<file path="src/rtl/decode_stage_if.sv">
// Fetch-side and execute-side handshake bundle for the decode stage.
// The slave modport is the stage's view; master is the surrounding pipeline.
interface decode_stage_if #(
    parameter int XLEN = 32
);
    logic            in_valid;
    logic            in_ready;
    logic [31:0]     in_inst;
    logic [XLEN-1:0] in_pc;
    logic            out_valid;
    logic            out_ready;
    logic [XLEN-1:0] out_pc;
    logic [6:0]      out_opcode;
    logic [4:0]      out_rd;
    logic [2:0]      out_fun3;
    logic [4:0]      out_rs1;
    logic [4:0]      out_rs2;
    logic [6:0]      out_fun7;
    logic [XLEN-1:0] out_imm;
    logic [2:0]      out_fmt;
    logic            out_rd_we;
    logic            out_rs1_used;
    logic            out_rs2_used;
    logic            out_illegal;

    modport slave (
        input  in_valid, in_inst, in_pc, out_ready,
        output in_ready, out_valid, out_pc, out_opcode, out_rd,
        output out_fun3, out_rs1, out_rs2, out_fun7, out_imm,
        output out_fmt, out_rd_we, out_rs1_used, out_rs2_used,
        output out_illegal
    );

    modport master (
        output in_valid, in_inst, in_pc, out_ready,
        input  in_ready, out_valid, out_pc, out_opcode, out_rd,
        input  out_fun3, out_rs1, out_rs2, out_fun7, out_imm,
        input  out_fmt, out_rd_we, out_rs1_used, out_rs2_used,
        input  out_illegal
    );
endinterface

</file>
<file path="src/rtl/decode_stage.sv">
// Registered RV32I/RV64I decode stage with one output register,
// valid/ready handshake and flush.
module decode_stage #(
    parameter int XLEN        = 32,
    parameter bit ZERO_UNUSED = 1'b1
) (
    input logic           clk,
    input logic           rst_n,
    input logic           flush,
    decode_stage_if.slave bus
);
    typedef enum logic [2:0] {
        FMT_NONE = 3'd0,
        FMT_R    = 3'd1,
        FMT_I    = 3'd2,
        FMT_S    = 3'd3,
        FMT_B    = 3'd4,
        FMT_U    = 3'd5,
        FMT_J    = 3'd6
    } fmt_e;

    localparam bit RV64 = (XLEN == 64);

    logic [31:0] inst;
    logic [6:0]  opcode;
    logic [4:0]  rd;
    logic [2:0]  fun3;
    logic [4:0]  rs1;
    logic [4:0]  rs2;
    logic [6:0]  fun7;

    assign inst   = bus.in_inst;
    assign opcode = inst[6:0];
    assign rd     = inst[11:7];
    assign fun3   = inst[14:12];
    assign rs1    = inst[19:15];
    assign rs2    = inst[24:20];
    assign fun7   = inst[31:25];

    logic is_op, is_op32, is_opimm, is_opimm32, is_load, is_jalr;
    logic is_sys, is_fence, is_store, is_branch, is_upper, is_jal;

    assign is_op      = opcode == 7'b0110011;
    assign is_op32    = RV64 && opcode == 7'b0111011;
    assign is_opimm   = opcode == 7'b0010011;
    assign is_opimm32 = RV64 && opcode == 7'b0011011;
    assign is_load    = opcode == 7'b0000011;
    assign is_jalr    = opcode == 7'b1100111;
    assign is_sys     = opcode == 7'b1110011;
    assign is_fence   = opcode == 7'b0001111;
    assign is_store   = opcode == 7'b0100011;
    assign is_branch  = opcode == 7'b1100011;
    assign is_upper   = opcode == 7'b0110111 || opcode == 7'b0010111;
    assign is_jal     = opcode == 7'b1101111;

    fmt_e            fmt;
    logic            illegal;
    logic            shamt_bad;
    logic [XLEN-1:0] imm;
    logic            en_rd, en_f3, en_rs1, en_rs2, en_f7;
    logic            rd_we, rs1_used, rs2_used;

    // RV64 shifts carry a 6-bit shamt, so only imm[11:6] selects the op
    always_comb begin
        if (RV64)
            shamt_bad = inst[31:26] != 6'b000000 && inst[31:26] != 6'b010000;
        else
            shamt_bad = fun7 != 7'b0000000 && fun7 != 7'b0100000;
    end

    always_comb begin
        fmt     = FMT_NONE;
        illegal = 1'b0;
        unique case (1'b1)
            is_op, is_op32: begin
                fmt     = FMT_R;
                illegal = (fun7 != 7'b0000000 && fun7 != 7'b0100000) ||
                          (fun7 == 7'b0100000 && fun3 != 3'b000 && fun3 != 3'b101);
            end
            is_opimm, is_opimm32: begin
                fmt     = FMT_I;
                illegal = (fun3 == 3'b001 || fun3 == 3'b101) && shamt_bad;
            end
            is_load: begin
                fmt     = FMT_I;
                illegal = fun3 == 3'b111 ||
                          (!RV64 && (fun3 == 3'b011 || fun3 == 3'b110));
            end
            is_jalr: begin
                fmt     = FMT_I;
                illegal = fun3 != 3'b000;
            end
            is_sys, is_fence: fmt = FMT_I;
            is_store: begin
                fmt     = FMT_S;
                illegal = fun3[2] || (!RV64 && fun3 == 3'b011);
            end
            is_branch: begin
                fmt     = FMT_B;
                illegal = fun3[2:1] == 2'b01;
            end
            is_upper: fmt = FMT_U;
            is_jal:   fmt = FMT_J;
            default:  illegal = 1'b1;
        endcase
        if (illegal) fmt = FMT_NONE;
    end

    always_comb begin
        imm    = '0;
        en_rd  = 1'b0;
        en_f3  = 1'b0;
        en_rs1 = 1'b0;
        en_rs2 = 1'b0;
        en_f7  = 1'b0;
        unique case (fmt)
            FMT_R: begin
                {en_rd, en_f3, en_rs1, en_rs2, en_f7} = 5'b11111;
            end
            FMT_I: begin
                {en_rd, en_f3, en_rs1} = 3'b111;
                imm       = {XLEN{inst[31]}};
                imm[11:0] = inst[31:20];
            end
            FMT_S: begin
                {en_f3, en_rs1, en_rs2} = 3'b111;
                imm       = {XLEN{inst[31]}};
                imm[11:0] = {inst[31:25], inst[11:7]};
            end
            FMT_B: begin
                {en_f3, en_rs1, en_rs2} = 3'b111;
                imm       = {XLEN{inst[31]}};
                imm[12:0] = {inst[31], inst[7], inst[30:25], inst[11:8], 1'b0};
            end
            FMT_U: begin
                en_rd     = 1'b1;
                imm       = {XLEN{inst[31]}};
                imm[31:0] = {inst[31:12], 12'b0};
            end
            FMT_J: begin
                en_rd     = 1'b1;
                imm       = {XLEN{inst[31]}};
                imm[20:0] = {inst[31], inst[19:12], inst[20], inst[30:21], 1'b0};
            end
            default: imm = '0;
        endcase
    end

    assign rs1_used = en_rs1 && !is_fence && !is_sys;
    assign rs2_used = en_rs2;
    assign rd_we    = en_rd && !is_fence && rd != 5'd0;

    logic            q_valid;
    logic [XLEN-1:0] q_pc;
    logic [6:0]      q_opcode;
    logic [4:0]      q_rd;
    logic [2:0]      q_fun3;
    logic [4:0]      q_rs1;
    logic [4:0]      q_rs2;
    logic [6:0]      q_fun7;
    logic [XLEN-1:0] q_imm;
    logic [2:0]      q_fmt;
    logic            q_rd_we, q_rs1_used, q_rs2_used, q_illegal;
    logic            accept;
    logic            zero_f;

    assign bus.in_ready = !q_valid || bus.out_ready;
    assign accept       = bus.in_valid && bus.in_ready;
    assign zero_f       = ZERO_UNUSED || illegal;

    always_ff @(posedge clk or negedge rst_n) begin
        if (!rst_n) begin
            q_valid    <= 1'b0;
            q_pc       <= '0;
            q_opcode   <= '0;
            q_rd       <= '0;
            q_fun3     <= '0;
            q_rs1      <= '0;
            q_rs2      <= '0;
            q_fun7     <= '0;
            q_imm      <= '0;
            q_fmt      <= '0;
            q_rd_we    <= 1'b0;
            q_rs1_used <= 1'b0;
            q_rs2_used <= 1'b0;
            q_illegal  <= 1'b0;
        end else begin
            if (flush)            q_valid <= 1'b0;
            else if (accept)      q_valid <= 1'b1;
            else if (bus.out_ready) q_valid <= 1'b0;
            if (accept && !flush) begin
                q_pc       <= bus.in_pc;
                q_opcode   <= opcode;
                q_rd       <= en_rd  ? rd   : (zero_f ? '0 : q_rd);
                q_fun3     <= en_f3  ? fun3 : (zero_f ? '0 : q_fun3);
                q_rs1      <= en_rs1 ? rs1  : (zero_f ? '0 : q_rs1);
                q_rs2      <= en_rs2 ? rs2  : (zero_f ? '0 : q_rs2);
                q_fun7     <= en_f7  ? fun7 : (zero_f ? '0 : q_fun7);
                q_imm      <= imm;
                q_fmt      <= fmt;
                q_rd_we    <= rd_we;
                q_rs1_used <= rs1_used;
                q_rs2_used <= rs2_used;
                q_illegal  <= illegal;
            end
        end
    end

    assign bus.out_valid    = q_valid;
    assign bus.out_pc       = q_pc;
    assign bus.out_opcode   = q_opcode;
    assign bus.out_rd       = q_rd;
    assign bus.out_fun3     = q_fun3;
    assign bus.out_rs1      = q_rs1;
    assign bus.out_rs2      = q_rs2;
    assign bus.out_fun7     = q_fun7;
    assign bus.out_imm      = q_imm;
    assign bus.out_fmt      = q_fmt;
    assign bus.out_rd_we    = q_rd_we;
    assign bus.out_rs1_used = q_rs1_used;
    assign bus.out_rs2_used = q_rs2_used;
    assign bus.out_illegal  = q_illegal;
endmodule

</file>
<file path="src/flat_wrapper.sv">
// flat-port wrapper written by rule: the top's interface ports become plain ports
module decode_stage_flat 
#(
    parameter int XLEN        = 32,
    parameter bit ZERO_UNUSED = 1'b1
)
  (clk, rst_n, flush, bus_in_valid, bus_in_inst, bus_in_pc, bus_out_ready, bus_in_ready, bus_out_valid, bus_out_pc, bus_out_opcode, bus_out_rd, bus_out_fun3, bus_out_rs1, bus_out_rs2, bus_out_fun7, bus_out_imm, bus_out_fmt, bus_out_rd_we, bus_out_rs1_used, bus_out_rs2_used, bus_out_illegal);
  decode_stage_if #(.XLEN(XLEN)) bus_i ();
  input logic clk;
  input logic rst_n;
  input logic flush;
  input wire logic [$bits(bus_i.in_valid)-1:0] bus_in_valid;
  input wire logic [$bits(bus_i.in_inst)-1:0] bus_in_inst;
  input wire logic [$bits(bus_i.in_pc)-1:0] bus_in_pc;
  input wire logic [$bits(bus_i.out_ready)-1:0] bus_out_ready;
  output wire logic [$bits(bus_i.in_ready)-1:0] bus_in_ready;
  output wire logic [$bits(bus_i.out_valid)-1:0] bus_out_valid;
  output wire logic [$bits(bus_i.out_pc)-1:0] bus_out_pc;
  output wire logic [$bits(bus_i.out_opcode)-1:0] bus_out_opcode;
  output wire logic [$bits(bus_i.out_rd)-1:0] bus_out_rd;
  output wire logic [$bits(bus_i.out_fun3)-1:0] bus_out_fun3;
  output wire logic [$bits(bus_i.out_rs1)-1:0] bus_out_rs1;
  output wire logic [$bits(bus_i.out_rs2)-1:0] bus_out_rs2;
  output wire logic [$bits(bus_i.out_fun7)-1:0] bus_out_fun7;
  output wire logic [$bits(bus_i.out_imm)-1:0] bus_out_imm;
  output wire logic [$bits(bus_i.out_fmt)-1:0] bus_out_fmt;
  output wire logic [$bits(bus_i.out_rd_we)-1:0] bus_out_rd_we;
  output wire logic [$bits(bus_i.out_rs1_used)-1:0] bus_out_rs1_used;
  output wire logic [$bits(bus_i.out_rs2_used)-1:0] bus_out_rs2_used;
  output wire logic [$bits(bus_i.out_illegal)-1:0] bus_out_illegal;
  assign bus_i.in_valid = bus_in_valid;
  assign bus_i.in_inst = bus_in_inst;
  assign bus_i.in_pc = bus_in_pc;
  assign bus_i.out_ready = bus_out_ready;
  assign bus_in_ready = bus_i.in_ready;
  assign bus_out_valid = bus_i.out_valid;
  assign bus_out_pc = bus_i.out_pc;
  assign bus_out_opcode = bus_i.out_opcode;
  assign bus_out_rd = bus_i.out_rd;
  assign bus_out_fun3 = bus_i.out_fun3;
  assign bus_out_rs1 = bus_i.out_rs1;
  assign bus_out_rs2 = bus_i.out_rs2;
  assign bus_out_fun7 = bus_i.out_fun7;
  assign bus_out_imm = bus_i.out_imm;
  assign bus_out_fmt = bus_i.out_fmt;
  assign bus_out_rd_we = bus_i.out_rd_we;
  assign bus_out_rs1_used = bus_i.out_rs1_used;
  assign bus_out_rs2_used = bus_i.out_rs2_used;
  assign bus_out_illegal = bus_i.out_illegal;
  decode_stage #(.XLEN(XLEN), .ZERO_UNUSED(ZERO_UNUSED)) u_core (.clk(clk), .rst_n(rst_n), .flush(flush), .bus(bus_i));
endmodule
</file>
<file path="config.mk">
export PLATFORM = sky130hd
export DESIGN_NAME = decode_stage_flat
export DESIGN_NICKNAME = d
export VERILOG_FILES = /design/src/rtl/decode_stage_if.sv /design/src/rtl/decode_stage.sv /design/src/flat_wrapper.sv
export SDC_FILE = /design/constraint.sdc
export NUM_CORES = 1
export LEC_CHECK = 0
export CORE_ASPECT_RATIO = 0.75
export CORE_MARGIN = 10
export CORE_UTILIZATION = 30
export DETAILED_ROUTE_END_ITERATION = 12
export GPL_TIMING_DRIVEN = 0
export PLACE_DENSITY = 0.68
export SLEW_MARGIN = 20
export SYNTH_ARGS = -nofsm -noshare
export SYNTH_HDL_FRONTEND = slang
export SYNTH_SLANG_ARGS = --single-unit
</file>
<file path="constraint.sdc">
create_clock -name clk -period 2.1 [get_ports clk]
set_clock_uncertainty 0.2 [all_clocks]
set_input_delay 0.21 -clock clk [delete_from_list [all_inputs] [get_ports clk]]
set_output_delay 0.21 -clock clk [all_outputs]
set_load 0.05 [all_outputs]
</file>
# == Word-level counts from Yosys, hierarchy flattened ==
# Cells that the tools add are included.
# word_totals
inputBits,69
regBits,104
out_inout_bits,105
elab_cells,86
# classes
n_mux,16
n_reduce_logical,30
eq_ne,26
# ops
operator,count
$pmux 32 s5,1
$eq 7x6->1 const B,4
$eq 7x7->1 const B,4
$eq 3x3->1 const B,6
$pmux 3 s6,1
$mux 5,3
$eq 7x5->1 const B,2
$reduce_or 4->1,3
$logic_and 1x1->1,10
$eq 3x2->1 const B,3
$eq 7x2->1 const B,1
$eq 7x4->1 const B,1
$logic_or 1x1->1,7
$mux 1,7
$mux 7,1
$ne 7x6->1 const B,1
$pmux 1 s7,1
$reduce_bool 7->1,1
$eq 3x1->1 const B,2
$mux 3,2
$reduce_bool 3->1,2
$reduce_bool 5->1,1
$reduce_or 5->1,1
$logic_not 1->1,4
other kinds (3),3

# == Depth between registers and ports, before layout ==
# Gate-level depths: netlist (run 1).
# logic_depth
depth_word,11
depth_mapped,13

# == Worst setup path after synthesis (run 1) ==
# No wires, ideal clock.
# synth_timing
path_kind,in2reg
start,input port bus_in_inst[28]
end,"register u_core.q_imm[19], in the netlist u_core.bus.out_imm[19]"
path_buffers,2
t_arrival_ns,3.452
cell_stages,11
path_slack_ns,-1.710
required_time_ns,1.742
cell_sequence,or4_4 > nor3_4 > a311oi_1 > or4b_1 > buf_2 > or3_1 > ha_1 > clkbuf_1 > or4_1 > o22ai_1 > a311oi_1
# synth_via
elab_chain_len,8
elab_cells_between_ends,16
cone_classes,7 x eq/ne; 3 x mux; 6 x reduce/logical
# synth_lines
element,line_no,text
start: declaration,flat_wrapper.sv:13,input wire logic [$bits(bus_i.in_inst)-1:0] bus_in_inst;
$eq 7x6->1,decode_stage.sv:78,(fun7 == 7'b0100000 && fun3 != 3'b000 && fun3 != 3'b101);
$logic_and 1x1->1 (2 in a row),decode_stage.sv:78,
$logic_or 1x1->1,decode_stage.sv:77,illegal = (fun7 != 7'b0000000 && fun7 != 7'b0100000) ||
$pmux 1 s7 *,decode_stage.sv:74,unique case (1'b1)
$mux 3 *,decode_stage.sv:106,if (illegal) fmt = FMT_NONE;
$eq 3x3->1 / $eq 3x2->1 (equally long branches),decode_stage.sv:116,unique case (fmt)
$pmux 32 s5 *,decode_stage.sv:116,
end signal: assignment,decode_stage.sv:199,q_imm <= imm;
end: declaration,decode_stage.sv:161,logic [XLEN-1:0] q_imm;
# Every way passes the cells marked *; elsewhere a longest branch is shown, timed or not.
# A chain may end at the register's enable or synchronous reset.

# == Final worst setup path (run 1) ==
# layout_timing
start,input port bus_in_inst[28]
end,"register u_core.q_imm[14], in the netlist u_core.bus.out_imm[14]"
# The elaborated chain is that of the path after synthesis.

==> results.txt, run 1 <==
----------------------------------------------------
[Floorplanning]
  Area of the core region ... 0.0152 mm2
  Die height ... 128 um
  Die W ... 163 um
  Starting Density ... 0.305
  Total die area ... 0.0209 mm2
  Number of placed I/O pins ... 174
  Total number of placement rows ... 39

[Timing]
  Pin slew with the least headroom to its limit ... 1.09 ns
  Final-report max-slew violation count ... 0
  Relative max-transition margin ... 0.270
  Setup tns final ... -69.56 ns
  Final worst path period share ... 1.62
  Total setup violations reported at the end of the flow ... between 60 and 70
  Maximum clock frequency ... just under 0.3 GHz
  Final critical delay including setup and external delays ... roughly 3.4 ns
  Hold violation total from the final report ... 1
  Final worst slack ... -1.29 ns
  RSZ-0062 raised after global routing ... yes
  Tightest hold margin ... -0.0171 ns

[Setup path]
  Depth of the worst register-to-register path ... 6
  Startpoint Class ... input port
  Most frequent cell on the critical path ... sky130_fd_sc_hd__buf_6
  Kind of critical path ... in -> reg
  Largest fanout of any net on the critical path ... 5
  R2R setup slack ... -0.37 ns
  FF-to-FF End ... u_core.bus.out_imm[14]
  Critical Path Sink ... u_core.bus.out_imm[14]
  Largest stage delay on the critical path ... 0.54 ns
  Crit-path slowest cell ... sky130_fd_sc_hd__or4_4
  Crit path DAT ... 3.39 ns
  Critical path endpoint category ... register
  Crit path from ... bus_in_inst[28]
  Ordered list of cells on the worst path ... buf_6, or4_4, nor3_4, a311oi_2, or4b_4, buf_6, buf_6, or2_4, ha_4, or4_4, o22ai_4, buf_6, a311oi_2
  Required arrival time at the worst endpoint ... 2.09 ns
  Startpoint of the worst register-to-register path ... u_core.bus.out_valid

[Clock tree]
  Clock sinks ... 104
  Clock tree from TritonCTS ... done
  Clock input transition at the sequential cells of the worst setup and hold paths ... 0.07 ns
  Number of buffers on the longest clock path ... 2
  Num CTS Buffers ... 9
  CTS H-tree depth ... 3
  Clock tree root driver cell ... sky130_fd_sc_hd__clkbuf_16
  Insertion delay of the later-clocked pin in the worst-skew pair ... 0.35 ns

[Global route]
  Pin count of the biggest net entering global routing ... 71
  Initial antenna violation count ... 0
  Global-route congestion overflow total ... 0
  First-pass GRT wire length ... 27400 um
  Overall routing resource usage ... 0.167
  Via count of the first global-routing pass ... 4741

[Outcome]
  Violations in the final reports ... hold timing, setup timing
  Status ... complete, but fails checks

[Drt]
  Antenna Nets Post-Route ... 0
  Via density per instance ... 5.06
  Post-detailed-route DRC marker count ... 0
  Average wire per standard cell ... 19.8 um
  Initial DRC Count ... ~360
  DR pass1 iterations ... 5
  Total wirelength of the detailed-routed design ... 18200 um
  Via count ... 4656

[Synth]
  Fraction of synthesis flops using an asynchronous set or reset pin ... 1.00
  Post-synth top flop ... sky130_fd_sc_hd__dfrtp_1
  Number of unique standard cell types used by synthesis ... 57
  Share of synthesized area occupied by flip-flops and latches ... 0.562
  Flip-flop and latch count after synthesis ... 104
  EDFF count, synth ... 0
  Cell area after synthesis ... 0.00463 mm2
  Synth Instances ... 494
  Mapped Avg Cell Area ... 9.37 um2
  Number of warnings issued by yosys ... 0
  Post-synth net total ... approximately 570

[Worst hold path]
  Path category of the worst min-delay check ... in -> reg

[Placement]
  HPWL after DPL ... 12900 um
  Setup slack at placement ... -2.31 ns
  Final estimated routing congestion in global placement ... ~0.86
  Port Buffer Count ... approximately 170

[Finish]
  Share of cells above drive strength 1 ... 0.212
  Antenna diode count ... 0
  Final net count ... 783
  Layout Area Growth over Synthesis ... 68.1%
  Leading cell type in the layout, fill and taps excluded ... sky130_fd_sc_hd__nand2_1
  Commonest non-fill, non-tap cells in the layout ... sky130_fd_sc_hd__nand2_1, sky130_fd_sc_hd__clkdlybuf4s50_1, sky130_fd_sc_hd__dfrtp_1

[Power and ir drop]
  Power density over the cells ... around 700 mW/mm2
  P_leak ... 3.38 nW
  Worst ir drop on vdd ... 0.000439 V

[Flow run]
  Max-cap check violation count ... 0

----------------------------------------------------
[worst min path at each step]
stage	startpoint	to	slack, ns	cells past startpoint
2_1_floorplan	rst_n	u_core.bus.out_fmt[0]	-0.29	0
3_3_place_gp	u_core.bus.out_rd[0]	u_core.bus.out_rd[0]	0.26	2
3_5_place_dp	rst_n	u_core.bus.out_pc[30]	-0.07	1
4_1_cts	bus_in_inst[6]	u_core.bus.out_opcode[6]	0.03	3
5_1_grt	bus_in_inst[1]	u_core.bus.out_opcode[1]	0.004	3
6_report	bus_in_inst[1]	u_core.bus.out_opcode[1]	-0.02	3
[sequential cells by signal, summed over array words and instances, names as in the netlist]
signal                   cells
u_core.bus.out_imm          32
u_core.bus.out_pc           32
u_core.bus.out_fun7          7
u_core.bus.out_opcode        7
u_core.bus.out_rd            5
u_core.bus.out_rs1           5
u_core.bus.out_rs2           5
u_core.bus.out_fmt           3
u_core.bus.out_fun3          3
u_core.bus.out_illegal       1
u_core.bus.out_rd_we         1
u_core.bus.out_rs1_used      1
u_core.bus.out_rs2_used      1
u_core.bus.out_valid         1
[per-layer routing]
layer  wire length [um]  vias to the layer above  track usage  part of all wire
met4                295                        0       0.0482             0.016
met1               7570                     2299        0.206              0.42
met3               1400                       21       0.0488             0.077
met5                  0                        -            0                 0
li1                   -                     2140            -                 -
met2               8950                      196        0.279              0.49
[report_power, final]
part | switching (W) | internal (W)
clock | 0.000797 | 0.000977
sequential | 0.0000865 | 0.00216
combinational | 0.00104 | 0.000550
[timing repair]
item / 4_1_cts / 5_1_grt
pin swaps: 47 / 28
hold buffers: 6 / 1
gates cloned: 4 / 0
setup endpoints to repair: 104 / 103
gates resized for setup: 127 / 44
setup buffers: 25 / 6
endpoints found under the hold margin: 114 / 1
[layout make-up]
class                      count  area (um2)
clock inverter                 6        75.1
sequential                   104        2600
inverter                       3        11.3
timing repair buffer         207        2060
tap                          205         256
clock buffer                  10         239
multi-input combinational    356        2350
fill                        1337        7390
buffer                        30         184
[per-stage QoR]
step	power, W	cell area, um2	instances	utilization
after floorplan	0.00312	4720	494	-
after global placement	0.00374	6660	867	0.439
after detailed placement	0.00378	6690	868	0.441
after CTS	0.00566	7640	918	0.503
after global routing	0.00582	7780	921	0.513
final	0.00561	7780	921	0.513
[worst max-delay path: cells and delay by family]
family,cells,cell delay [ns]
buffers and inverters,4,0.50
adders and majority gates,1,0.18
AOI/OAI and AO/OA,3,0.36
and+or+nand+nor,5,2.12
[cell families (layout without fill, tap and decap cells)]
group,after synthesis,in the layout,share of synthesized area
flip-flops,104,104,0.562
AND/OR/NAND/NOR,246,246,0.236
adder cells (fa/ha/maj),3,3,0.00811
AO/OA/AOI/OAI,101,102,0.154
multiplexers,3,3,0.00675
buffers and inverters,35,256,0.0297
XOR/XNOR,2,2,0.00378
[synth_stat cells, types with 3 or more instances]
cell | number | area, um2
sky130_fd_sc_hd__nand2_1 | 180 | 676
sky130_fd_sc_hd__dfrtp_1 | 104 | 2600
sky130_fd_sc_hd__o21ai_0 | 40 | 200
sky130_fd_sc_hd__clkbuf_1 | 27 | 101
sky130_fd_sc_hd__nor2_1 | 17 | 63.8
sky130_fd_sc_hd__a22oi_1 | 11 | 82.6
sky130_fd_sc_hd__a311oi_1 | 10 | 87.6
sky130_fd_sc_hd__a22o_1 | 7 | 61.3
sky130_fd_sc_hd__and3_1 | 6 | 37.5
sky130_fd_sc_hd__nand3b_1 | 6 | 45.0
sky130_fd_sc_hd__a21oi_1 | 5 | 25.0
sky130_fd_sc_hd__buf_2 | 5 | 25.0
sky130_fd_sc_hd__a221o_1 | 4 | 40.0
sky130_fd_sc_hd__nor3_1 | 4 | 20.0
sky130_fd_sc_hd__and2_1 | 3 | 18.8
sky130_fd_sc_hd__ha_1 | 3 | 37.5
sky130_fd_sc_hd__inv_1 | 3 | 11.3
sky130_fd_sc_hd__nand2b_1 | 3 | 18.8
sky130_fd_sc_hd__nor2b_1 | 3 | 18.8
sky130_fd_sc_hd__or2_2 | 3 | 18.8
sky130_fd_sc_hd__or3_1 | 3 | 18.8
sky130_fd_sc_hd__or4_1 | 3 | 22.5
Power figures use the tool's default switching activity.
==> run 2: changes to the inputs <==
--- a/config.mk
+++ b/config.mk
@@ -5,6 +5,7 @@
 export SDC_FILE = /design/constraint.sdc
 export NUM_CORES = 1
 export LEC_CHECK = 0
+export CAP_MARGIN = 40
 export CORE_ASPECT_RATIO = 0.75
 export CORE_MARGIN = 10
 export CORE_UTILIZATION = 30
==> run 2 against run 1 <==
Against the previous run: the flow still finishes with violations (hold timing, setup timing); sequential share of layout area is essentially flat; clock power barely moved; die area unchanged.
==> results.txt, run 2 (same netlist as run 1, synthesis figures left out) <==
----------------------------------------------------
[Timing]
  Final critical delay including setup and external delays ... 3.40 ns (+0.00218 ns)
  Maximum clock frequency ... 0.294 GHz (about the same)
  RSZ-0062 raised after global routing ... yes
  Pin slew with the least headroom to its limit ... 0.731 ns (-0.364 ns)
  Setup tns final ... -69.27 ns (+0.291 ns)
  Hold violation total from the final report ... 1 (unchanged)
  Final worst path period share ... 1.62 (about the same)
  Final worst slack ... -1.30 ns (-0.00218 ns)
  Final-report max-slew violation count ... 0 (unchanged)
  Tightest hold margin ... -0.0192 ns (-0.00214 ns)
  Relative max-transition margin ... 0.513 (+0.242)
  Total setup violations reported at the end of the flow ... 63 (unchanged)

[Finish]
  Share of cells above drive strength 1 ... 0.213 (+0.00110)
  Leading cell type in the layout, fill and taps excluded ... sky130_fd_sc_hd__nand2_1
  Commonest non-fill, non-tap cells in the layout ... sky130_fd_sc_hd__nand2_1, sky130_fd_sc_hd__clkdlybuf4s50_1, sky130_fd_sc_hd__dfrtp_1
  Layout Area Growth over Synthesis ... 68.3% (about the same)
  Antenna diode count ... 0 (unchanged)
  Count of non-filler cells in the finished layout ... 922 (+0.11%)
  Final net count ... 784 (+0.13%)
  Fill cell total of the finished layout ... 1337 (unchanged)
  Utilization after layout ... 0.513 (about the same)

[Global route]
  Overall routing resource usage ... 0.167 (unchanged)
  Via count of the first global-routing pass ... 4741 (unchanged)
  Pin count of the biggest net entering global routing ... 71 (unchanged)
  Global-route congestion overflow total ... 0 (unchanged)
  First-pass GRT wire length ... 27400 um (unchanged)
  Initial antenna violation count ... 0 (unchanged)

[Power and ir drop]
  Power density over the cells ... 721 mW/mm2 (about the same)
  Overall power ... 0.00562 W (+0.12%)
  Worst ir drop on vdd ... 0.000439 V (about the same)
  P_leak ... 3.39 nW (+0.13%)

[Placement]
  Placed Cells ... 868 (unchanged)
  Final estimated routing congestion in global placement ... 0.859 (unchanged)
  Port Buffer Count ... 168 (unchanged)
  HPWL after DPL ... 12900 um (unchanged)

[Drt]
  Total wirelength of the detailed-routed design ... 18400 um (+0.82%)
  Via density per instance ... 5.05 (-0.15%)
  Initial DRC Count ... 372 (+4.2%)
  Post-detailed-route DRC marker count ... 0 (unchanged)
  Via count ... 4654 (-0.043%)
  Average wire per standard cell ... 19.9 um (+0.71%)
  Antenna Nets Post-Route ... 0 (unchanged)
  DR pass1 iterations ... 5 (unchanged)

[Worst hold path]
  Worst hold start ... bus_in_inst[1]
  Path category of the worst min-delay check ... in -> reg

[Clock tree]
  Clock input transition at the sequential cells of the worst setup and hold paths ... 0.07 ns (about the same)
  Insertion delay of the later-clocked pin in the worst-skew pair ... 0.35 ns (about the same)
  Clock tree root driver cell ... sky130_fd_sc_hd__clkbuf_16
  CTS H-tree depth ... 3 (unchanged)
  Clock sinks ... 104 (unchanged)
  Number of buffers on the longest clock path ... 2 (unchanged)
  Clock tree from TritonCTS ... done
  Num CTS Buffers ... 9 (unchanged)

[Floorplanning]
  Area of the core region ... 0.0152 mm2 (unchanged)
  Total number of placement rows ... 39 (unchanged)
  Total die area ... 0.0209 mm2 (unchanged)
  Die height ... 128 um (unchanged)
  Number of placed I/O pins ... 174 (unchanged)
  Die W ... 163 um (unchanged)
  Starting Density ... 0.305 (unchanged)

[Setup path]
  Crit path from ... bus_in_inst[28]
  Startpoint Class ... input port
  Required arrival time at the worst endpoint ... 2.10 ns (about the same)
  Kind of critical path ... in -> reg
  Largest fanout of any net on the critical path ... 5 (unchanged)
  Worst path top cell family by delay ... simple AND/OR/NAND/NOR gates
  Crit-path slowest cell ... sky130_fd_sc_hd__or4_4
  Crit path DAT ... 3.40 ns (about the same)
  Ordered list of cells on the worst path ... buf_6, or4_4, nor3_4, a311oi_2, or4b_4, buf_6, buf_6, or2_4, ha_4, or4_4, o22ai_4, buf_6, a311oi_1
  Largest stage delay on the critical path ... 0.54 ns (about the same)
  Buffers and inverters on the worst path ... 4 (unchanged)
  Startpoint of the worst register-to-register path ... u_core.bus.out_valid
  Critical path endpoint category ... register
  Most frequent cell on the critical path ... sky130_fd_sc_hd__buf_6

[Outcome]
  Status ... complete, but fails checks
  Violations in the final reports ... hold timing, setup timing

[Flow run]
  Max-cap check violation count ... 0 (unchanged)

----------------------------------------------------
[run 2: cell count changes in the layout (fill, tap and decap cells not counted), sizes merged]
cell  previous run  this run
buf             42        43
[run 2: repair_timing]
action,in CTS,in global routing
gates resized for setup,127,44
endpoints found under the hold margin,114,1
pin swaps,47,29
setup buffers,25,6
setup endpoints to repair,104,103
hold buffers,6,1
gates cloned,4,0
[run 2: final timing paths]
kind                                                 end  slack (ns)  cells past startpoint
worst max register to register    u_core.bus.out_imm[14]       -0.36                      6
worst min-delay path            u_core.bus.out_opcode[1]       -0.02                      3
worst max-delay path              u_core.bus.out_imm[12]       -1.30                     13
max in group asynchronous          u_core.bus.out_pc[21]        0.93                      3
worst min register to register     u_core.bus.out_pc[11]        0.28                      2
min in group asynchronous          u_core.bus.out_pc[30]        0.11                      2
[run 2: stage by stage]
step	instance area [um2]	hold WS, ns	setup WS, ns
5_1_grt	7790	0.00383	-1.36
6_report	7790	-0.0192	-1.30
4_1_cts	7640	0.0250	-1.43
2_1_floorplan	4720	-0.286	-1.40
3_5_place_dp	6690	-0.0710	-2.31
3_3_place_gp	6660	0.256	-3.59
[run 2: cell type report]
cell class,instances,area [um2],area share
Sequential cell,104,2600,0.334
Multi-Input combinational cell,356,2350,0.302
Timing Repair Buffer,208,2070,0.266
Tap cell,205,256,0.0329
Clock buffer,10,239,0.0307
Buffer,30,184,0.0236
Clock inverter,6,75.1,0.00964
Inverter,3,11.3,0.00145
[run 2: where the power goes]
part	total (W)	internal, W	switching [W]
Sequential	0.00225	0.00216	0.0000866
Combinational	0.00159	0.000551	0.00104
Clock	0.00178	0.000977	0.000801
[run 2: worst min-delay path: stages]
cell	delay, ns
sky130_fd_sc_hd__dlymetal6s2s_1	0.17
sky130_fd_sc_hd__nand2_1	0.07
sky130_fd_sc_hd__nand2_1	0.05
[run 2: metal layers]
layer  wire length [um]  track usage
met5                  0            0
met4                312       0.0482
met2               8930        0.279
met1               7840        0.206
met3               1280       0.0488
==> run 3: changes to the inputs <==
--- a/config.mk
+++ b/config.mk
@@ -7,12 +7,11 @@
 export LEC_CHECK = 0
 export CAP_MARGIN = 40
 export CORE_ASPECT_RATIO = 0.75
-export CORE_MARGIN = 10
 export CORE_UTILIZATION = 30
 export DETAILED_ROUTE_END_ITERATION = 12
 export GPL_TIMING_DRIVEN = 0
 export PLACE_DENSITY = 0.68
-export SLEW_MARGIN = 20
+export SLEW_MARGIN = 25
 export SYNTH_ARGS = -nofsm -noshare
 export SYNTH_HDL_FRONTEND = slang
 export SYNTH_SLANG_ARGS = --single-unit
==> run 3 against run 2 <==
Against the previous run: clock-buffer cell count rose by 2; non-clock buffer count fell by 4; worst setup slack improved by 0.047 ns; the flow still finishes with violations (hold timing, setup timing); clock power is 6% lower; combinational power about the same; sequential share of layout area grew 0.43 points; routed wire length down 8.9%; first-iteration DRC count decreased by 25%.
==> results.txt, run 3 (same netlist as run 1, synthesis figures left out) <==
----------------------------------------------------
[Timing]
  Final worst path period share ... 1.60 (-0.0225)
  Relative max-transition margin ... 0.473 (-0.0394)
  RSZ-0062 raised after global routing ... yes
  Final critical delay including setup and external delays ... 3.35 ns (-0.0472 ns)
  Setup tns final ... -65.40 ns (+3.87 ns)
  Final-report max-slew violation count ... 0 (unchanged)
  Hold violation total from the final report ... 2 (+1)
  Maximum clock frequency ... 0.299 GHz (+1.4%)
  Total setup violations reported at the end of the flow ... 63 (unchanged)
  Final worst slack ... -1.25 ns (+0.0472 ns)
  Pin slew with the least headroom to its limit ... 0.788 ns (+0.0566 ns)
  Tightest hold margin ... -0.0122 ns (+0.00705 ns)

[Floorplanning]
  Starting Density ... 0.313 (+0.00803)
  Total number of placement rows ... 38 (-2.6%)
  Number of placed I/O pins ... 174 (unchanged)
  Area of the core region ... 0.0148 mm2 (-2.6%)
  Total die area ... 0.0159 mm2 (-24%)
  Die W ... 145 um (-11%)
  Die height ... 110 um (-14%)

[Finish]
  Leading cell type in the layout, fill and taps excluded ... sky130_fd_sc_hd__nand2_1
  Final design instance area without fill ... 0.00769 mm2 (-1.3%)
  Share of cells above drive strength 1 ... 0.192 (-0.0210)
  Final net count ... 780 (-0.51%)
  Antenna diode count ... 0 (unchanged)
  Commonest non-fill, non-tap cells in the layout ... sky130_fd_sc_hd__nand2_1, sky130_fd_sc_hd__clkdlybuf4s50_1, sky130_fd_sc_hd__dfrtp_1
  Utilization after layout ... 0.520 (+0.00674)
  Layout Area Growth over Synthesis ... 66.1%

[Drt]
  Initial DRC Count ... 279 (-25%)
  Average wire per standard cell ... 18.3 um (-7.9%)
  Antenna Nets Post-Route ... 0 (unchanged)
  Post-detailed-route DRC marker count ... 0 (unchanged)
  Via count ... 4622 (-0.69%)
  DR pass1 iterations ... 5 (unchanged)
  Via density per instance ... 5.07 (+0.40%)
  Total wirelength of the detailed-routed design ... 16700 um (-8.9%)

[Setup path]
  Critical path endpoint category ... register
  Kind of critical path ... in -> reg
  Ordered list of cells on the worst path ... buf_6, or4_4, nor3_4, a311oi_2, or4b_4, buf_6, buf_6, or2_4, ha_4, or4_4, o22ai_4, buf_6, a311oi_2
  Largest fanout of any net on the critical path ... 5 (unchanged)
  Startpoint Class ... input port
  Required arrival time at the worst endpoint ... 2.10 ns (about the same)
  Crit-path slowest cell ... sky130_fd_sc_hd__or4_4
  Worst path top cell family by delay ... simple AND/OR/NAND/NOR gates
  Buffers and inverters on the worst path ... 4 (unchanged)
  Largest stage delay on the critical path ... 0.54 ns (about the same)
  Crit path DAT ... 3.35 ns (-0.05 ns)
  Most frequent cell on the critical path ... sky130_fd_sc_hd__buf_6

[Global route]
  Initial antenna violation count ... 0 (unchanged)
  Global-route congestion overflow total ... 0 (unchanged)
  Pin count of the biggest net entering global routing ... 79 (+11%)
  Via count of the first global-routing pass ... 4641 (-2.1%)
  First-pass GRT wire length ... 25700 um (-6.1%)
  Overall routing resource usage ... 0.212 (+0.0449)

[Power and ir drop]
  Power density over the cells ... 714 mW/mm2 (-0.96%)
  P_leak ... 3.35 nW (-0.99%)
  Overall power ... 0.00549 W (-2.2%)
  Worst ir drop on vdd ... 0.000386 V (-12%)

[Placement]
  Final estimated routing congestion in global placement ... 0.844 (-1.7%)
  Port Buffer Count ... 168 (unchanged)
  HPWL after DPL ... 11400 um (-12%)
  Setup slack at placement ... -2.42 ns (-0.109 ns)
  Post-detailed-placement cell area ... 0.00668 mm2 (about the same)

[Flow run]
  Max-cap check violation count ... 0 (unchanged)

[Clock tree]
  Num CTS Buffers ... 9 (unchanged)
  Number of buffers on the longest clock path ... 2 (unchanged)
  Clock sinks ... 104 (unchanged)
  Insertion delay of the later-clocked pin in the worst-skew pair ... 0.34 ns (about the same)
  Clock tree from TritonCTS ... done
  Clock tree root driver cell ... sky130_fd_sc_hd__clkbuf_16
  Clock input transition at the sequential cells of the worst setup and hold paths ... 0.07 ns (about the same)
  CTS H-tree depth ... 3 (unchanged)

[Worst hold path]
  Path category of the worst min-delay check ... in -> reg

[Outcome]
  Status ... complete, but fails checks
  Violations in the final reports ... hold timing, setup timing

----------------------------------------------------
-- run 3: changes by cell type in the layout (fill, tap and decap cells not counted), sizes merged --
| cell | change |
|---|---|
| clkdlybuf4s50 | -2 |
| inv | -2 |
| clkbuf | +1 |
| clkinv | -2 |
| buf | -1 |
| clkinvlp | +1 |
| dlygate4sd3 | -2 |
| dlygate4sd2 | +2 |
-- run 3: per-layer routing --
metal  routed length (um)  global-route usage  vias up
li1                     -                   -     2133
met5                    0                   0        -
met1                 7010               0.271     2264
met3                 1250              0.0523       34
met4                  389              0.0729        0
met2                 8090               0.354      191
-- run 3: final timing paths --
kind / from / end / slack [ns] / depth (start not counted)
min in group asynchronous: rst_n / u_core.bus.out_pc[30] / 0.09 / 2
setup reg to reg: u_core.bus.out_valid / u_core.bus.out_imm[14] / -0.31 / 6
max in group asynchronous: rst_n / u_core.bus.out_rd[3] / 0.93 / 3
hold reg to reg: u_core.bus.out_pc[18] / u_core.bus.out_pc[18] / 0.28 / 2
hold / removal: bus_in_inst[0] / u_core.bus.out_opcode[0] / -0.01 / 3
setup / recovery: bus_in_inst[27] / u_core.bus.out_imm[18] / -1.25 / 13
-- run 3: area by class of cell --
class                   count  area, um2
fillers                  1261       7100
flip-flops and latches    104       2600
multi-input cells         356       2320
repair buffers            204       2030
well taps                 200        250
clock buffers              12        246
plain buffers              30        178
clock inverters             3       42.5
inverters                   3       11.3
-- run 3: power by group --
part,switching [W],total [W],internal (W)
clock,0.000718,0.00167,0.000950
combinational,0.00103,0.00158,0.000547
sequential,0.0000874,0.00225,0.00216
-- run 3: tightest hold or removal path: stages --
cell and delay [ns]:
sky130_fd_sc_hd__dlymetal6s2s_1 0.18, sky130_fd_sc_hd__nand2_1 0.08, sky130_fd_sc_hd__nand2_1 0.04
-- run 3: per-stage QoR --
step | hold slack [ns] | std cells
finish | -0.0122 | 912
global route | 0.000989 | 912
floorplan | -0.286 | 494
CTS | 0.000466 | 912
global placement | 0.256 | 862
detailed placement | -0.0961 | 863
-- run 3: timing repair --
item	4_1_cts	5_1_grt
hold buffers	5	0
setup endpoints to repair	103	103
gates cloned	5	0
buffers inserted	25	3
resized for setup	112	45
hold endpoints to repair	112	0
pin swaps	39	24
